## src/rtl/level_det_pkg.sv

```systemverilog
// +--------------------------------------------------------------------------+
// | Module   : level_det_pkg                                                 |
// | Purpose  : Shared types and constants for the hysteretic level detector. |
// | Revision : 1.0  initial release                                          |
// +--------------------------------------------------------------------------+
`default_nettype none

package level_det_pkg;

  localparam int RISE_COUNT_W = 16;

  typedef enum logic [1:0] {
    LOW      = 2'd0,
    ARM_HIGH = 2'd1,
    HIGH     = 2'd2,
    ARM_LOW  = 2'd3
  } state_e;

  typedef enum logic [1:0] {
    CNT_HOLD  = 2'd0,
    CNT_CLEAR = 2'd1,
    CNT_LOAD  = 2'd2,
    CNT_INC   = 2'd3
  } cnt_op_e;

endpackage

`default_nettype wire

```

## src/rtl/level_detector_hyst_if.sv

```systemverilog
// +--------------------------------------------------------------------------+
// | Module   : level_detector_hyst_if                                        |
// | Purpose  : Sample/threshold bus and detector outputs; the stats ports    |
// |            exist only when LEVEL_DET_STATS_EN is defined.                |
// | Revision : 1.0  initial release                                          |
// +--------------------------------------------------------------------------+
`default_nettype none

interface level_detector_hyst_if #(
  parameter int WIDTH   = 16,
  parameter int DWELL_W = 8
);

  logic                      en;
  logic signed [WIDTH-1:0]   in;
  logic signed [WIDTH-1:0]   thresh_hi;
  logic signed [WIDTH-1:0]   thresh_lo;
  logic        [DWELL_W-1:0] dwell;
  logic                      level;
  logic                      rise;
  logic                      fall;
`ifdef LEVEL_DET_STATS_EN
  logic                                    clr_count;
  logic [level_det_pkg::RISE_COUNT_W-1:0]  rise_count;

  modport master (
    output en, in, thresh_hi, thresh_lo, dwell, clr_count,
    input  level, rise, fall, rise_count
  );

  modport slave (
    input  en, in, thresh_hi, thresh_lo, dwell, clr_count,
    output level, rise, fall, rise_count
  );
`else
  modport master (
    output en, in, thresh_hi, thresh_lo, dwell,
    input  level, rise, fall
  );

  modport slave (
    input  en, in, thresh_hi, thresh_lo, dwell,
    output level, rise, fall
  );
`endif

endinterface

`default_nettype wire

```

## src/rtl/level_det_dwell_cnt.sv

```systemverilog
// +--------------------------------------------------------------------------+
// | Module   : level_det_dwell_cnt                                           |
// | Purpose  : Consecutive-sample run counter with dwell-complete compare.   |
// | Revision : 1.0  initial release                                          |
// +--------------------------------------------------------------------------+
`default_nettype none

module level_det_dwell_cnt
  import level_det_pkg::*;
#(
  parameter int DWELL_W = 8
) (
  input  wire logic               clk,
  input  wire logic               rst,
  input  wire cnt_op_e            op,
  input  wire logic [DWELL_W-1:0] dwell,
  output logic                    done
);

  logic [DWELL_W-1:0] cnt_q;
  logic [DWELL_W-1:0] cnt_d;
  logic [DWELL_W-1:0] w_dwell_eff;

  // Compare one bit wider so cnt+1 cannot wrap; >= lets a dwell lowered
  // mid-arm complete on the next qualifying sample.
  always_comb begin
    w_dwell_eff = (dwell == '0) ? DWELL_W'(1) : dwell;
    done        = ({1'b0, cnt_q} + (DWELL_W + 1)'(1)) >= {1'b0, w_dwell_eff};
    cnt_d       = cnt_q;
    case (op)
      CNT_CLEAR: cnt_d = '0;
      CNT_LOAD:  cnt_d = DWELL_W'(1);
      CNT_INC:   cnt_d = cnt_q + DWELL_W'(1);
      default:   cnt_d = cnt_q;
    endcase
  end

  always_ff @(posedge clk) begin
    if (rst) begin
      cnt_q <= '0;
    end else begin
      cnt_q <= cnt_d;
    end
  end

endmodule

`default_nettype wire

```

## src/rtl/level_detector_hyst.sv

```systemverilog
// +--------------------------------------------------------------------------+
// | Module   : level_detector_hyst                                           |
// | Purpose  : Hysteretic, dwell-qualified level detector with rise/fall     |
// |            pulses; LEVEL_DET_STATS_EN adds a saturating rise counter.    |
// | Revision : 1.0  initial release                                          |
// +--------------------------------------------------------------------------+
`default_nettype none

module level_detector_hyst
  import level_det_pkg::*;
#(
  parameter int WIDTH   = 16,
  parameter int DWELL_W = 8
) (
  input wire logic              clk,
  input wire logic              rst,
  level_detector_hyst_if.slave  bus
);

  state_e  state_q, state_d;
  logic    level_q, level_d;
  logic    rise_q,  rise_d;
  logic    fall_q,  fall_d;
  cnt_op_e w_cnt_op;
  logic    w_done;
  logic    w_q_hi;
  logic    w_q_lo;

  logic signed [WIDTH-1:0] w_in;
  logic signed [WIDTH-1:0] w_hi;
  logic signed [WIDTH-1:0] w_lo;

  assign w_in   = bus.in;
  assign w_hi   = bus.thresh_hi;
  assign w_lo   = bus.thresh_lo;
  assign w_q_hi = (w_in >= w_hi);
  assign w_q_lo = (w_in <= w_lo);

  level_det_dwell_cnt #(
    .DWELL_W (DWELL_W)
  ) u_dwell_cnt (
    .clk   (clk),
    .rst   (rst),
    .op    (w_cnt_op),
    .dwell (bus.dwell),
    .done  (w_done)
  );

  // Low-side states look only at q_hi and high-side states only at q_lo, so
  // inverted thresholds oscillate rather than lock up.
  always_comb begin
    state_d  = state_q;
    w_cnt_op = CNT_HOLD;
    rise_d   = 1'b0;
    fall_d   = 1'b0;
    if (bus.en) begin
      case (state_q)
        LOW, ARM_HIGH: begin
          if (!w_q_hi) begin
            state_d  = LOW;
            w_cnt_op = CNT_CLEAR;
          end else if (w_done) begin
            state_d  = HIGH;
            w_cnt_op = CNT_CLEAR;
            rise_d   = 1'b1;
          end else begin
            state_d  = ARM_HIGH;
            w_cnt_op = (state_q == LOW) ? CNT_LOAD : CNT_INC;
          end
        end
        HIGH, ARM_LOW: begin
          if (!w_q_lo) begin
            state_d  = HIGH;
            w_cnt_op = CNT_CLEAR;
          end else if (w_done) begin
            state_d  = LOW;
            w_cnt_op = CNT_CLEAR;
            fall_d   = 1'b1;
          end else begin
            state_d  = ARM_LOW;
            w_cnt_op = (state_q == HIGH) ? CNT_LOAD : CNT_INC;
          end
        end
        default: begin
          state_d  = LOW;
          w_cnt_op = CNT_CLEAR;
        end
      endcase
    end
    level_d = (state_d == HIGH) || (state_d == ARM_LOW);
  end

  always_ff @(posedge clk) begin
    if (rst) begin
      state_q <= LOW;
      level_q <= 1'b0;
      rise_q  <= 1'b0;
      fall_q  <= 1'b0;
    end else begin
      state_q <= state_d;
      level_q <= level_d;
      rise_q  <= rise_d;
      fall_q  <= fall_d;
    end
  end

  assign bus.level = level_q;
  assign bus.rise  = rise_q;
  assign bus.fall  = fall_q;

`ifdef LEVEL_DET_STATS_EN
  logic [RISE_COUNT_W-1:0] rise_count_q, rise_count_d;

  always_comb begin
    rise_count_d = rise_count_q;
    if (bus.clr_count) begin
      rise_count_d = '0;
    end else if (rise_d && (rise_count_q != {RISE_COUNT_W{1'b1}})) begin
      rise_count_d = rise_count_q + RISE_COUNT_W'(1);
    end
  end

  always_ff @(posedge clk) begin
    if (rst) begin
      rise_count_q <= '0;
    end else begin
      rise_count_q <= rise_count_d;
    end
  end

  assign bus.rise_count = rise_count_q;
`endif

endmodule

`default_nettype wire

```

## src/flat_wrapper.sv

```systemverilog
// flat-port wrapper written by rule: the top's interface ports become plain ports
module level_detector_hyst_flat import level_det_pkg::*;
#(
  parameter int WIDTH   = 16,
  parameter int DWELL_W = 8
)
  (clk, rst, bus_en, bus_in, bus_thresh_hi, bus_thresh_lo, bus_dwell, bus_level, bus_rise, bus_fall);
  level_detector_hyst_if #(.WIDTH(WIDTH), .DWELL_W(DWELL_W)) bus_i ();
  input wire logic clk;
  input wire logic rst;
  input wire logic [$bits(bus_i.en)-1:0] bus_en;
  input wire logic [$bits(bus_i.in)-1:0] bus_in;
  input wire logic [$bits(bus_i.thresh_hi)-1:0] bus_thresh_hi;
  input wire logic [$bits(bus_i.thresh_lo)-1:0] bus_thresh_lo;
  input wire logic [$bits(bus_i.dwell)-1:0] bus_dwell;
  output wire logic [$bits(bus_i.level)-1:0] bus_level;
  output wire logic [$bits(bus_i.rise)-1:0] bus_rise;
  output wire logic [$bits(bus_i.fall)-1:0] bus_fall;
  assign bus_i.en = bus_en;
  assign bus_i.in = bus_in;
  assign bus_i.thresh_hi = bus_thresh_hi;
  assign bus_i.thresh_lo = bus_thresh_lo;
  assign bus_i.dwell = bus_dwell;
  assign bus_level = bus_i.level;
  assign bus_rise = bus_i.rise;
  assign bus_fall = bus_i.fall;
  level_detector_hyst #(.WIDTH(WIDTH), .DWELL_W(DWELL_W)) u_core (.clk(clk), .rst(rst), .bus(bus_i));
endmodule
```

## config.mk

```make
export PLATFORM = sky130hd
export DESIGN_NAME = level_detector_hyst_flat
export DESIGN_NICKNAME = d
export VERILOG_FILES = /design/src/rtl/level_det_pkg.sv /design/src/rtl/level_detector_hyst_if.sv /design/src/rtl/level_det_dwell_cnt.sv /design/src/rtl/level_detector_hyst.sv /design/src/flat_wrapper.sv
export SDC_FILE = /design/constraint.sdc
export NUM_CORES = 1
export LEC_CHECK = 0
export BUFFER_PORTS_ARGS = -buffer_cell sky130_fd_sc_hd__buf_2
export CORE_MARGIN = 2
export CORE_UTILIZATION = 50
export DETAILED_ROUTE_END_ITERATION = 7
export PLACE_DENSITY = 0.82
export SLEW_MARGIN = 20
export SYNTH_ARGS = -nofsm -noshare
export SYNTH_HDL_FRONTEND = slang
export SYNTH_HIERARCHICAL = 1
export SYNTH_SLANG_ARGS = --single-unit
```

## constraint.sdc

```tcl
create_clock -name clk -period 6.55 [get_ports clk]
set_input_delay 0 -clock clk [delete_from_list [all_inputs] [get_ports clk]]
set_output_delay 0 -clock clk [all_outputs]
set_load 0.01 [all_outputs]
```

==> reports/metrics.csv, run 1 <==
stage,metric,value,unit
floorplanning,Die Wd,64.1,um
critical_path,CP Class,reg -> reg,
logic_synthesis,Syn. warnings,6,
power_and_ir_drop,maximum vdd drop,0.000111,V
power_and_ir_drop,P_int,0.000147,W
route,Vias/cell,5.32,
route,DRT iter0 DRCs,79,
logic_synthesis,Async SR Flop Fraction,0,
timing,final-report max-slew violation count,0,
final_layout,non-filler instance count after layout,332,
final_layout,layout cell share with drive strength beyond 1,0.262,
logic_synthesis,syn_area_per_cell,7.92,um^2
power_and_ir_drop,combinational share of power,0.401,
route,DRC,0,
critical_path,CP max stage cell,o21ai_0,
critical_path,"critical path, cell by cell",ha_1 > and3_1 > nand3_4 > xnor2_1 > ha_1 > and4_1 > o21ai_0 > o21ai_0 > and4bb_1 > nor3_2 > nand2_1 > or3_1 > a21oi_1,
critical_path,"slowest stage delay, CP",0.57,ns
timing,hold slack,0.0471,ns
clock_tree,clock sinks,13,
route,via count,1765,
clock_tree,CTS Hold Buffers Added,0,
route,DR pass1 iterations,4,
logic_synthesis,Unique masters post-synth,52,
clock_tree,CTS Buf Count,3,
timing,PnR worst setup slack,2.73,ns
clock_tree,CTS H-tree depth,1,
power_and_ir_drop,P_sw,0.0000784,W
critical_path,WP data arrival,4.04,ns
global_routing,first-pass GRT wire length,6920,um
route,Routed WL,3810,um
critical_path,crit path buf inv count,0,
timing,fmax,262,MHz
floorplanning,io pins,62,
power_and_ir_drop,clock share of power,0.236,
placed_design,Place WS,2.82,ns
final_layout,"Area growth, synth to finish",18.7,%
final_layout,diode count,0,
logic_synthesis,Mapped Cells,228,
critical_path,cell family with most CP delay,simple AND/OR/NAND/NOR gates,
floorplanning,Core Area,0.00339,mm^2
timing,worst slew pin tran,0.709,ns
power_and_ir_drop,PD cells,105,mW/mm^2
critical_path,critical path data required time,6.77,ns
timing,endpoints failing hold,0,
critical_path,CP endpoint kind,flop,
clock_tree,"Gates resized, CTS repair",0,
clock_tree,worst skew pair latency,0.29,ns
power_and_ir_drop,Leak,1.16,nW
clock_tree,CTS tree,built,
global_routing,initial antenna violation count,0,
clock_tree,Clock transition at path regs,0.09,ns
route,drt wl/cell,11.5,um
route,Routed Antenna Nets,0,
timing,min cycle time layout,3.82,ns
placed_design,placed insts,328,
clock_tree,Bufs on Longest Clock Path,2,
final_layout,Final Core Density,0.632,
outcome,run status,completed,
timing,RSZ-0062 raised after global routing,false,
timing,crit share post-route,0.583,
clock_tree,CTS root buffer,clkbuf_4,
floorplanning,Die H,64.1,um
logic_synthesis,number of synthesized flops with an enable pin,0,
power_and_ir_drop,Switching Fraction,0.347,
timing,Final Skew,0.00513,ns
final_layout,Final nets,387,
critical_path,Worst Setup Start Kind,flop,
power_and_ir_drop,Seq pwr share,0.363,
job,Max-Cap Viols,0,
floorplanning,Initial Util,0.533,
logic_synthesis,ys flop type,dfxtp_1,
clock_tree,"Setup Fix Bufs, Post-CTS",0,
min_path,Hold WC Path Type,in -> reg,
placed_design,routability congestion estimate,0.800,
global_routing,total track usage,0.206,
timing,setup tns final,0,ns
logic_synthesis,"Seq/Total Area, Yosys",0.144,
floorplanning,die footprint,0.00411,mm^2
placed_design,HPWL after DPL,3320,um
global_routing,vias in the first global route,1691,
logic_synthesis,Mapped Area,0.00181,mm^2
global_routing,largest net degree at the start of global routing,15,
global_routing,GRT overflow,0,
floorplanning,site row count,21,
timing,Rel. slew slack,0.522,
critical_path,CP Max Fanout,11,
timing,Final setup violation count,0,
logic_synthesis,"Net Count, Synth",328,
placed_design,PortBufs,61,
logic_synthesis,Yosys reg bits,13,
-- metal layers --
layer | up-vias | track usage | wire (um)
met1 | 774 | 0.272 | 1810
met2 | 48 | 0.346 | 1710
met3 | 6 | 0.0423 | 239
met4 | 0 | 0.0426 | 52
met5 | - | 0 | 0
li1 | 937 | - | -
-- worst register-to-register path, stage by stage, from the launching register on --
cell and delay (ns):
dfxtp_1 0.40, ha_1 0.24, and3_1 0.35, nand3_4 0.11, xnor2_1 0.14, ha_1 0.31, and4_1 0.19, o21ai_0 0.07
o21ai_0 0.57, and4bb_1 0.30, nor3_2 0.30, nand2_1 0.26, or3_1 0.37, a21oi_1 0.14
-- layout make-up --
cell class              instances  area, um^2
flip-flops and latches         13         260
well taps                      46        57.6
multi-input cells             165        1330
repair buffers                 61         305
clock buffers                   4        26.3
fillers                       322        1250
inverters                      43         161
-- placed cells by master, fill, tap and decap left out, types with 4 or more instances in the layout --
| cell type | n |
|---|---|
| buf_2 | 61 |
| inv_1 | 43 |
| ha_1 | 41 |
| a21oi_1 | 18 |
| dfxtp_1 | 13 |
| o21ai_0 | 12 |
| nand2_1 | 9 |
| nor2_1 | 9 |
| nand4_1 | 6 |
| nand3_1 | 4 |
| nor4_1 | 4 |
| a31oi_1 | 4 |
-- kinds of logic (layout without fill, tap and decap cells) --
family / count (synthesis) / after routing / share of synthesized area
flip-flops: 13 / 13 / 0.144
AND/OR/NAND/NOR: 60 / 60 / 0.207
AO/OA/AOI/OAI: 58 / 58 / 0.218
XOR/XNOR: 6 / 6 / 0.0291
buffers and inverters: 50 / 108 / 0.118
adder cells (fa/ha/maj): 41 / 41 / 0.284
-- registers in the layout (all words and copies together) (netlist names) --
name and flops:
u_core/u_dwell_cnt/cnt_q 8, u_core/bus.level 1, u_core/bus.fall 1, u_core/bus.rise 1
u_core/state_q 2
-- path summary, 6_finish.rpt --
kind | from | end | slack, ns | cells after the start
worst max-delay path | u_core/u_dwell_cnt/cnt_q[0] | u_core/u_dwell_cnt/cnt_q[7] | 2.73 | 13
worst min-delay path | rst | u_core/u_dwell_cnt/cnt_q[3] | 0.05 | 2
worst max register to register | u_core/u_dwell_cnt/cnt_q[0] | u_core/u_dwell_cnt/cnt_q[7] | 2.73 | 13
worst min register to register | u_core/state_q[0] | u_core/state_q[0] | 0.48 | 2
-- cells in the mapped netlist, types with 3 or more instances --
| library cell | n | area share |
|---|---|---|
| nor2b_1 | 3 | 0.010 |
| nand4_1 | 6 | 0.021 |
| a31oi_1 | 4 | 0.014 |
| a21oi_1 | 18 | 0.050 |
| xnor2_1 | 3 | 0.015 |
| dfxtp_1 | 13 | 0.14 |
| xor2_1 | 3 | 0.015 |
| and3_1 | 3 | 0.010 |
| or3_1 | 3 | 0.010 |
| nand2_1 | 9 | 0.019 |
| inv_1 | 43 | 0.089 |
| nor4_1 | 4 | 0.014 |
| a311oi_1 | 3 | 0.015 |
| nor2_1 | 9 | 0.019 |
| buf_6 | 3 | 0.019 |
| ha_1 | 41 | 0.28 |
| nand3_1 | 4 | 0.011 |
| o21ai_0 | 12 | 0.033 |
-- power by group through the flow --
| stage | Sequential (W) | Combinational, W | Clock, W |
|---|---|---|---|
| final | 0.0000819 | 0.0000905 | 0.0000532 |
| after global routing | 0.0000821 | 0.000107 | 0.0000572 |
| after CTS | 0.0000819 | 0.0000911 | 0.0000527 |
| after detailed placement | 0.0000838 | 0.0000904 | 0 |
| after global placement | 0.0000837 | 0.0000879 | 0 |
| after floorplan | 0.0000834 | 0.0000579 | 0 |
-- stage by stage --
stage               total power, W  instance area [um^2]
CTS                       0.000226                  2140
finish                    0.000226                  2140
detailed placement        0.000174                  2120
global placement          0.000172                  2120
global route              0.000246                  2140
floorplan                 0.000141                  1810
No activity file was read; power rests on OpenSTA's default activity.
==> inputs of run 2 (changes only) <==
==> constraint.sdc (replaced) <==
create_clock -name clk -period 3.6 [get_ports clk]
set_input_delay 0 -clock clk [delete_from_list [all_inputs] [get_ports clk]]
set_output_delay 0 -clock clk [all_outputs]
set_load 0.01 [all_outputs]
==> reports/metrics.csv, run 2 (synthesis gave the netlist of run 1 again) <==
stage,metric,value,unit,change
route,Routed WL,4020,um,was 3810 um
final_layout,diode count,0,,unchanged
timing,min cycle time layout,3.28,ns,was 3.82 ns
timing,fmax,305,MHz,was 262 MHz
final_layout,# fillers,305,,was 322
power_and_ir_drop,P_int,0.000271,W,was 0.000147 W
power_and_ir_drop,clock share of power,0.229,,was 0.236
timing,Rel. slew slack,0.705,,was 0.522
floorplanning,Initial Util,0.533,,unchanged
route,DR pass1 iterations,4,,unchanged
final_layout,most frequent cells in the layout,"buf_2, inv_1, ha_1",,unchanged
floorplanning,die footprint,0.00411,mm^2,unchanged
route,via count,1798,,was 1765
global_routing,initial antenna violation count,0,,unchanged
floorplanning,site row count,21,,unchanged
clock_tree,CTS Buf Count,3,,unchanged
clock_tree,Clock transition at path regs,0.09,ns,about the same
job,Max-Cap Viols,0,,unchanged
final_layout,"Area growth, synth to finish",21.4,%,was 18.7%
min_path,Hold WC Path Type,in -> reg,,unchanged
global_routing,GRT overflow,0,,unchanged
placed_design,Place WS,0.00101,ns,was 2.82 ns
timing,worst slew pin tran,0.439,ns,was 0.709 ns
floorplanning,Die H,64.1,um,unchanged
final_layout,layout cell share with drive strength beyond 1,0.285,,was 0.262
timing,endpoints failing hold,0,,unchanged
power_and_ir_drop,Seq pwr share,0.358,,was 0.363
placed_design,dpl cell area,0.00215,mm^2,was 0.00212 mm^2
floorplanning,Die Wd,64.1,um,unchanged
critical_path,WP data arrival,3.51,ns,was 4.04 ns
global_routing,total track usage,0.213,,was 0.206
critical_path,r2r endpoint,u_core/u_dwell_cnt/cnt_q[4],,was u_core/u_dwell_cnt/cnt_q[7]
route,DRT iter0 DRCs,96,,was 79
timing,final-report max-slew violation count,0,,unchanged
min_path,Hold Path End,u_core/u_dwell_cnt/cnt_q[3],,unchanged
placed_design,routability congestion estimate,0.778,,was 0.800
final_layout,register area,260,um^2,unchanged
final_layout,Biggest register,u_core/u_dwell_cnt/cnt_q,,unchanged
critical_path,CP Max Fanout,6,,was 11
placed_design,PortBufs,61,,unchanged
final_layout,Final Core Density,0.647,,was 0.632
power_and_ir_drop,Switching Fraction,0.349,,was 0.347
placed_design,HPWL after DPL,3430,um,was 3320 um
final_layout,area of the multi-input gates,0.00134,mm^2,was 0.00133 mm^2
power_and_ir_drop,Leak,1.19,nW,was 1.16 nW
clock_tree,worst skew pair latency,0.28,ns,was 0.29 ns
critical_path,CP Class,reg -> reg,,unchanged
critical_path,reg2reg start,u_core/u_dwell_cnt/cnt_q[0],,unchanged
global_routing,vias in the first global route,1811,,was 1691
min_path,HP Start,rst,,unchanged
power_and_ir_drop,Overall Power,0.000417,W,was 0.000226 W
route,DRC,0,,unchanged
critical_path,CP endpoint kind,flop,,unchanged
route,Routed Antenna Nets,0,,unchanged
route,drt wl/cell,11.9,um,was 11.5 um
clock_tree,CTS tree,built,,unchanged
timing,crit share post-route,0.912,,was 0.583
final_layout,max FFs per register,8,,unchanged
final_layout,fin area,0.00219,mm^2,was 0.00214 mm^2
critical_path,R2R Setup Slk,0.32,ns,was 2.73 ns
power_and_ir_drop,combinational share of power,0.412,,was 0.401
critical_path,critical path data required time,3.82,ns,was 6.77 ns
power_and_ir_drop,P_sw,0.000145,W,was 0.0000784 W
power_and_ir_drop,PD cells,190,mW/mm^2,was 105 mW/mm^2
timing,Final setup violation count,0,,unchanged
power_and_ir_drop,maximum vdd drop,0.000173,V,was 0.000111 V
critical_path,Worst Setup Start Kind,flop,,unchanged
floorplanning,io pins,62,,unchanged
critical_path,reg2reg path depth,17,,was 13
clock_tree,Bufs on Longest Clock Path,2,,unchanged
clock_tree,CTS H-tree depth,1,,unchanged
global_routing,largest net degree at the start of global routing,15,,unchanged
final_layout,Final nets,392,,was 387
min_path,Worst Hold Depth,2,,unchanged
final_layout,Top Registers,"u_core/u_dwell_cnt/cnt_q: 8 flops, u_core/state_q: 2 flops",,unchanged
clock_tree,clock sinks,13,,unchanged
clock_tree,CTS Hold Buffers Added,0,,unchanged
timing,Final Skew,0.00577,ns,was 0.00513 ns
outcome,run status,completed,,unchanged
timing,PnR worst setup slack,0.316,ns,was 2.73 ns
route,Vias/cell,5.34,,was 5.32
global_routing,first-pass GRT wire length,7210,um,was 6920 um
final_layout,"leading cell type in the layout, fill and taps excluded",buf_2,,unchanged
clock_tree,CTS root buffer,clkbuf_4,,unchanged
floorplanning,Core Area,0.00339,mm^2,unchanged
[run 2: changes by cell type in the layout (fill, tap and decap cells not counted)]
cell	previous run	this run
o21ai_2	0	1
ha_1	41	40
buf_4	0	5
o21ai_0	12	11
and3_4	0	1
ha_2	0	1
and3_1	3	2
[run 2: metal layers]
layer,vias up,global-route usage,share of wire
li1,945,-,-
met1,795,0.273,0.46
met2,52,0.368,0.47
met3,6,0.0475,0.060
met4,0,0.0399,0.012
met5,-,0,0
[run 2: worst max-delay path by stage]
| stage | start | end | slack (ns) | depth (start not counted) |
|---|---|---|---|---|
| final | u_core/u_dwell_cnt/cnt_q[0] | u_core/u_dwell_cnt/cnt_q[4] | 0.32 | 17 |
| after global routing | u_core/u_dwell_cnt/cnt_q[0] | u_core/u_dwell_cnt/cnt_q[3] | -0.009 | 17 |
| after CTS | u_core/u_dwell_cnt/cnt_q[0] | u_core/u_dwell_cnt/cnt_q[4] | 0.1 | 17 |
| after detailed placement | u_core/u_dwell_cnt/cnt_q[0] | u_core/u_dwell_cnt/cnt_q[6] | 0.001 | 13 |
| after global placement | u_core/u_dwell_cnt/cnt_q[0] | u_core/u_dwell_cnt/cnt_q[6] | 0.15 | 13 |
| after floorplan | u_core/u_dwell_cnt/cnt_q[0] | u_core/u_dwell_cnt/cnt_q[7] | 0.31 | 15 |
[run 2: power groups by stage]
stage          sequential (W)  combinational [W]  clock (W)
2_1_floorplan        0.000152           0.000105          0
3_3_place_gp         0.000152           0.000164          0
3_5_place_dp         0.000153           0.000169          0
4_1_cts              0.000149           0.000171  0.0000944
5_1_grt              0.000149           0.000201   0.000102
6_report             0.000149           0.000172  0.0000956
[run 2: through the flow]
stage,std cells,setup TNS (ns),hold WS [ns]
global placement,332,0,0.334
finish,337,0,0.0537
detailed placement,332,0,0.346
floorplan,228,0,0.0721
global route,337,-0.0118,0.0856
CTS,336,0,0.0556
[run 2: final cells by class]
type	count	share of cell area
multi-input cells	165	0.613
repair buffers	66	0.156
flip-flops and latches	13	0.119
inverters	43	0.0736
well taps	46	0.0263
clock buffers	4	0.0120
[run 2: critical path, cell delays in order, from the launching register on]
cell and delay (ns):
dfxtp_1 0.41, ha_2 0.24, and3_4 0.24, nand3_4 0.08
xnor2_1 0.14, ha_1 0.33, a21oi_1 0.14, a21boi_0 0.09
a311oi_1 0.27, o21ai_2 0.15, nor3_1 0.17, and3_1 0.20
nor3_2 0.05, buf_4 0.15, or2_2 0.29, o21ai_0 0.08
a22oi_1 0.11, nor2_1 0.10
[run 2: what timing repair did]
action,in CTS,in global routing
pin swaps,0,1
buffers inserted,0,1
resized for setup,1,4
endpoints found under the hold margin,0,0
endpoints found under the setup margin,6,7
==> inputs of run 3 (changes only) <==
==> constraint.sdc (replaced) <==
create_clock -name clk -period 4 [get_ports clk]
set_input_delay 0 -clock clk [delete_from_list [all_inputs] [get_ports clk]]
set_output_delay 0 -clock clk [all_outputs]
set_load 0.01 [all_outputs]
==> reports/metrics.csv, run 3 (synthesis gave the netlist of run 1 again) <==
stage,metric,value,unit,change
clock_tree,CTS root buffer,clkbuf_4,,unchanged
critical_path,CP Class,reg -> reg,,unchanged
floorplanning,Die H,64.1,um,unchanged
placed_design,PortBufs,61,,unchanged
clock_tree,clock sinks,13,,unchanged
final_layout,register area,260,um^2,unchanged
clock_tree,"Gates resized, CTS repair",0,,was 1
clock_tree,CTS H-tree depth,1,,unchanged
final_layout,diode count,0,,unchanged
final_layout,max FFs per register,8,,unchanged
floorplanning,die footprint,0.00411,mm^2,unchanged
placed_design,routability congestion estimate,0.809,,was 0.778
critical_path,critical path data required time,4.21,ns,was 3.82 ns
timing,hold slack,0.0502,ns,was 0.0537 ns
floorplanning,site row count,21,,unchanged
final_layout,"Area growth, synth to finish",19.5,%,was 21.4%
route,Routed Antenna Nets,0,,unchanged
final_layout,Top Registers,"u_core/u_dwell_cnt/cnt_q: 8 flops, u_core/state_q: 2 flops",,unchanged
outcome,run status,completed,,unchanged
power_and_ir_drop,maximum vdd drop,0.000144,V,was 0.000173 V
floorplanning,Core Area,0.00339,mm^2,unchanged
critical_path,R2R Setup Slk,0.48,ns,was 0.32 ns
route,via count,1742,,was 1798
route,DRT iter0 DRCs,36,,was 96
floorplanning,Die Wd,64.1,um,unchanged
clock_tree,CTS Hold Buffers Added,0,,unchanged
power_and_ir_drop,Switching Fraction,0.343,,was 0.349
critical_path,reg2reg start,u_core/u_dwell_cnt/cnt_q[0],,unchanged
final_layout,Biggest register,u_core/u_dwell_cnt/cnt_q,,unchanged
global_routing,total track usage,0.202,,was 0.213
final_layout,most frequent cells in the layout,"buf_2, inv_1, ha_1",,unchanged
floorplanning,Initial Util,0.533,,unchanged
critical_path,CP Max Fanout,11,,was 6
global_routing,vias in the first global route,1752,,was 1811
power_and_ir_drop,Overall Power,0.000368,W,was 0.000417 W
clock_tree,Clock transition at path regs,0.08,ns,was 0.09 ns
timing,endpoints failing hold,0,,unchanged
final_layout,# fillers,300,,was 305
global_routing,initial antenna violation count,0,,unchanged
clock_tree,"Setup Fix Bufs, Post-CTS",0,,unchanged
power_and_ir_drop,P_sw,0.000126,W,was 0.000145 W
critical_path,Worst Setup Start Kind,flop,,unchanged
min_path,Hold WC Path Type,in -> reg,,unchanged
job,Max-Cap Viols,0,,unchanged
power_and_ir_drop,Seq pwr share,0.364,,was 0.358
power_and_ir_drop,Leak,1.17,nW,was 1.19 nW
final_layout,layout cell share with drive strength beyond 1,0.267,,was 0.285
route,DR pass1 iterations,4,,unchanged
clock_tree,CTS Buf Count,3,,unchanged
power_and_ir_drop,P_int,0.000242,W,was 0.000271 W
power_and_ir_drop,PD cells,171,mW/mm^2,was 190 mW/mm^2
route,Routed WL,3820,um,was 4020 um
clock_tree,Bufs on Longest Clock Path,2,,unchanged
final_layout,Final nets,389,,was 392
timing,setup tns final,0,ns,unchanged
route,DRC,0,,unchanged
timing,fmax,284,MHz,was 305 MHz
final_layout,area of the multi-input gates,0.00133,mm^2,was 0.00134 mm^2
timing,RSZ-0062 raised after global routing,false,,
global_routing,GRT overflow,0,,unchanged
floorplanning,io pins,62,,unchanged
clock_tree,CTS tree,built,,unchanged
critical_path,CP endpoint kind,flop,,unchanged
clock_tree,worst skew pair latency,0.28,ns,about the same
timing,crit share post-route,0.880,,was 0.912
timing,min cycle time layout,3.52,ns,was 3.28 ns
final_layout,"leading cell type in the layout, fill and taps excluded",buf_2,,unchanged
min_path,HP Start,rst,,unchanged
timing,Final setup violation count,0,,unchanged
timing,Final Skew,0.00238,ns,was 0.00577 ns
critical_path,r2r endpoint,u_core/u_dwell_cnt/cnt_q[7],,was u_core/u_dwell_cnt/cnt_q[4]
global_routing,first-pass GRT wire length,6880,um,was 7210 um
timing,worst slew pin tran,0.472,ns,was 0.439 ns
power_and_ir_drop,combinational share of power,0.407,,was 0.412
min_path,Worst Hold Depth,2,,unchanged
placed_design,HPWL after DPL,3350,um,was 3430 um
timing,final-report max-slew violation count,0,,unchanged
power_and_ir_drop,clock share of power,0.229,,about the same
route,drt wl/cell,11.4,um,was 11.9 um
global_routing,largest net degree at the start of global routing,15,,unchanged
min_path,Hold Path End,u_core/u_dwell_cnt/cnt_q[4],,was u_core/u_dwell_cnt/cnt_q[3]
critical_path,reg2reg path depth,13,,was 17
timing,Rel. slew slack,0.683,,was 0.705
critical_path,WP data arrival,3.73,ns,was 3.51 ns
route,Vias/cell,5.22,,was 5.34
run 3: power by group through the flow:
stage,clock network (W),logic (W),registers [W]
after floorplan,0,0.0000948,0.000137
after global placement,0,0.000145,0.000137
after detailed placement,0,0.000149,0.000137
after CTS,0.0000861,0.000150,0.000134
after global routing,0.0000931,0.000175,0.000134
final,0.0000843,0.000150,0.000134
run 3: how the worst max path moves through the flow:
stage	from	endpoint	slack (ns)
after global placement	u_core/u_dwell_cnt/cnt_q[0]	u_core/u_dwell_cnt/cnt_q[6]	0.55
after global routing	u_core/u_dwell_cnt/cnt_q[0]	u_core/u_dwell_cnt/cnt_q[7]	0.13
after floorplan	u_core/u_dwell_cnt/cnt_q[0]	u_core/u_dwell_cnt/cnt_q[7]	0.71
after detailed placement	u_core/u_dwell_cnt/cnt_q[0]	u_core/u_dwell_cnt/cnt_q[5]	0.41
final	u_core/u_dwell_cnt/cnt_q[0]	u_core/u_dwell_cnt/cnt_q[7]	0.48
after CTS	u_core/u_dwell_cnt/cnt_q[0]	u_core/u_dwell_cnt/cnt_q[5]	0.38
run 3: worst max-delay path, cell delays in order (launching register included):
cell      delay, ns
dfxtp_1        0.40
ha_1           0.24
and3_1         0.35
nand3_4        0.11
xnor2_1        0.14
ha_1           0.33
a21oi_1        0.14
a21boi_0       0.10
a311oi_1       0.26
o21ai_1        0.23
a211oi_2       0.35
nand2_1        0.29
or3_1          0.38
a21oi_1        0.14
run 3: metal layers:
layer  routed length, um  GRT usage
met5                   0          0
met4                   0    0.00798
met3                 183     0.0387
met2                1740      0.366
met1                1890      0.262
run 3: final cells by class:
type	instances	area share
Clock buffer	4	0.0122
Sequential cell	13	0.121
Timing Repair Buffer	63	0.148
Tap cell	46	0.0267
Inverter	43	0.0748
Multi-Input combinational cell	165	0.617
run 3: metrics by stage:
stage / area (um^2) / instances / worst slack [ns] / utilization
4_1_cts: 2160 / 334 / 0.378 / 0.637
6_report: 2160 / 334 / 0.480 / 0.637
3_3_place_gp: 2130 / 330 / 0.545 / 0.629
5_1_grt: 2160 / 334 / 0.127 / 0.637
2_1_floorplan: 1810 / 228 / 0.707 / -
3_5_place_dp: 2130 / 330 / 0.415 / 0.629
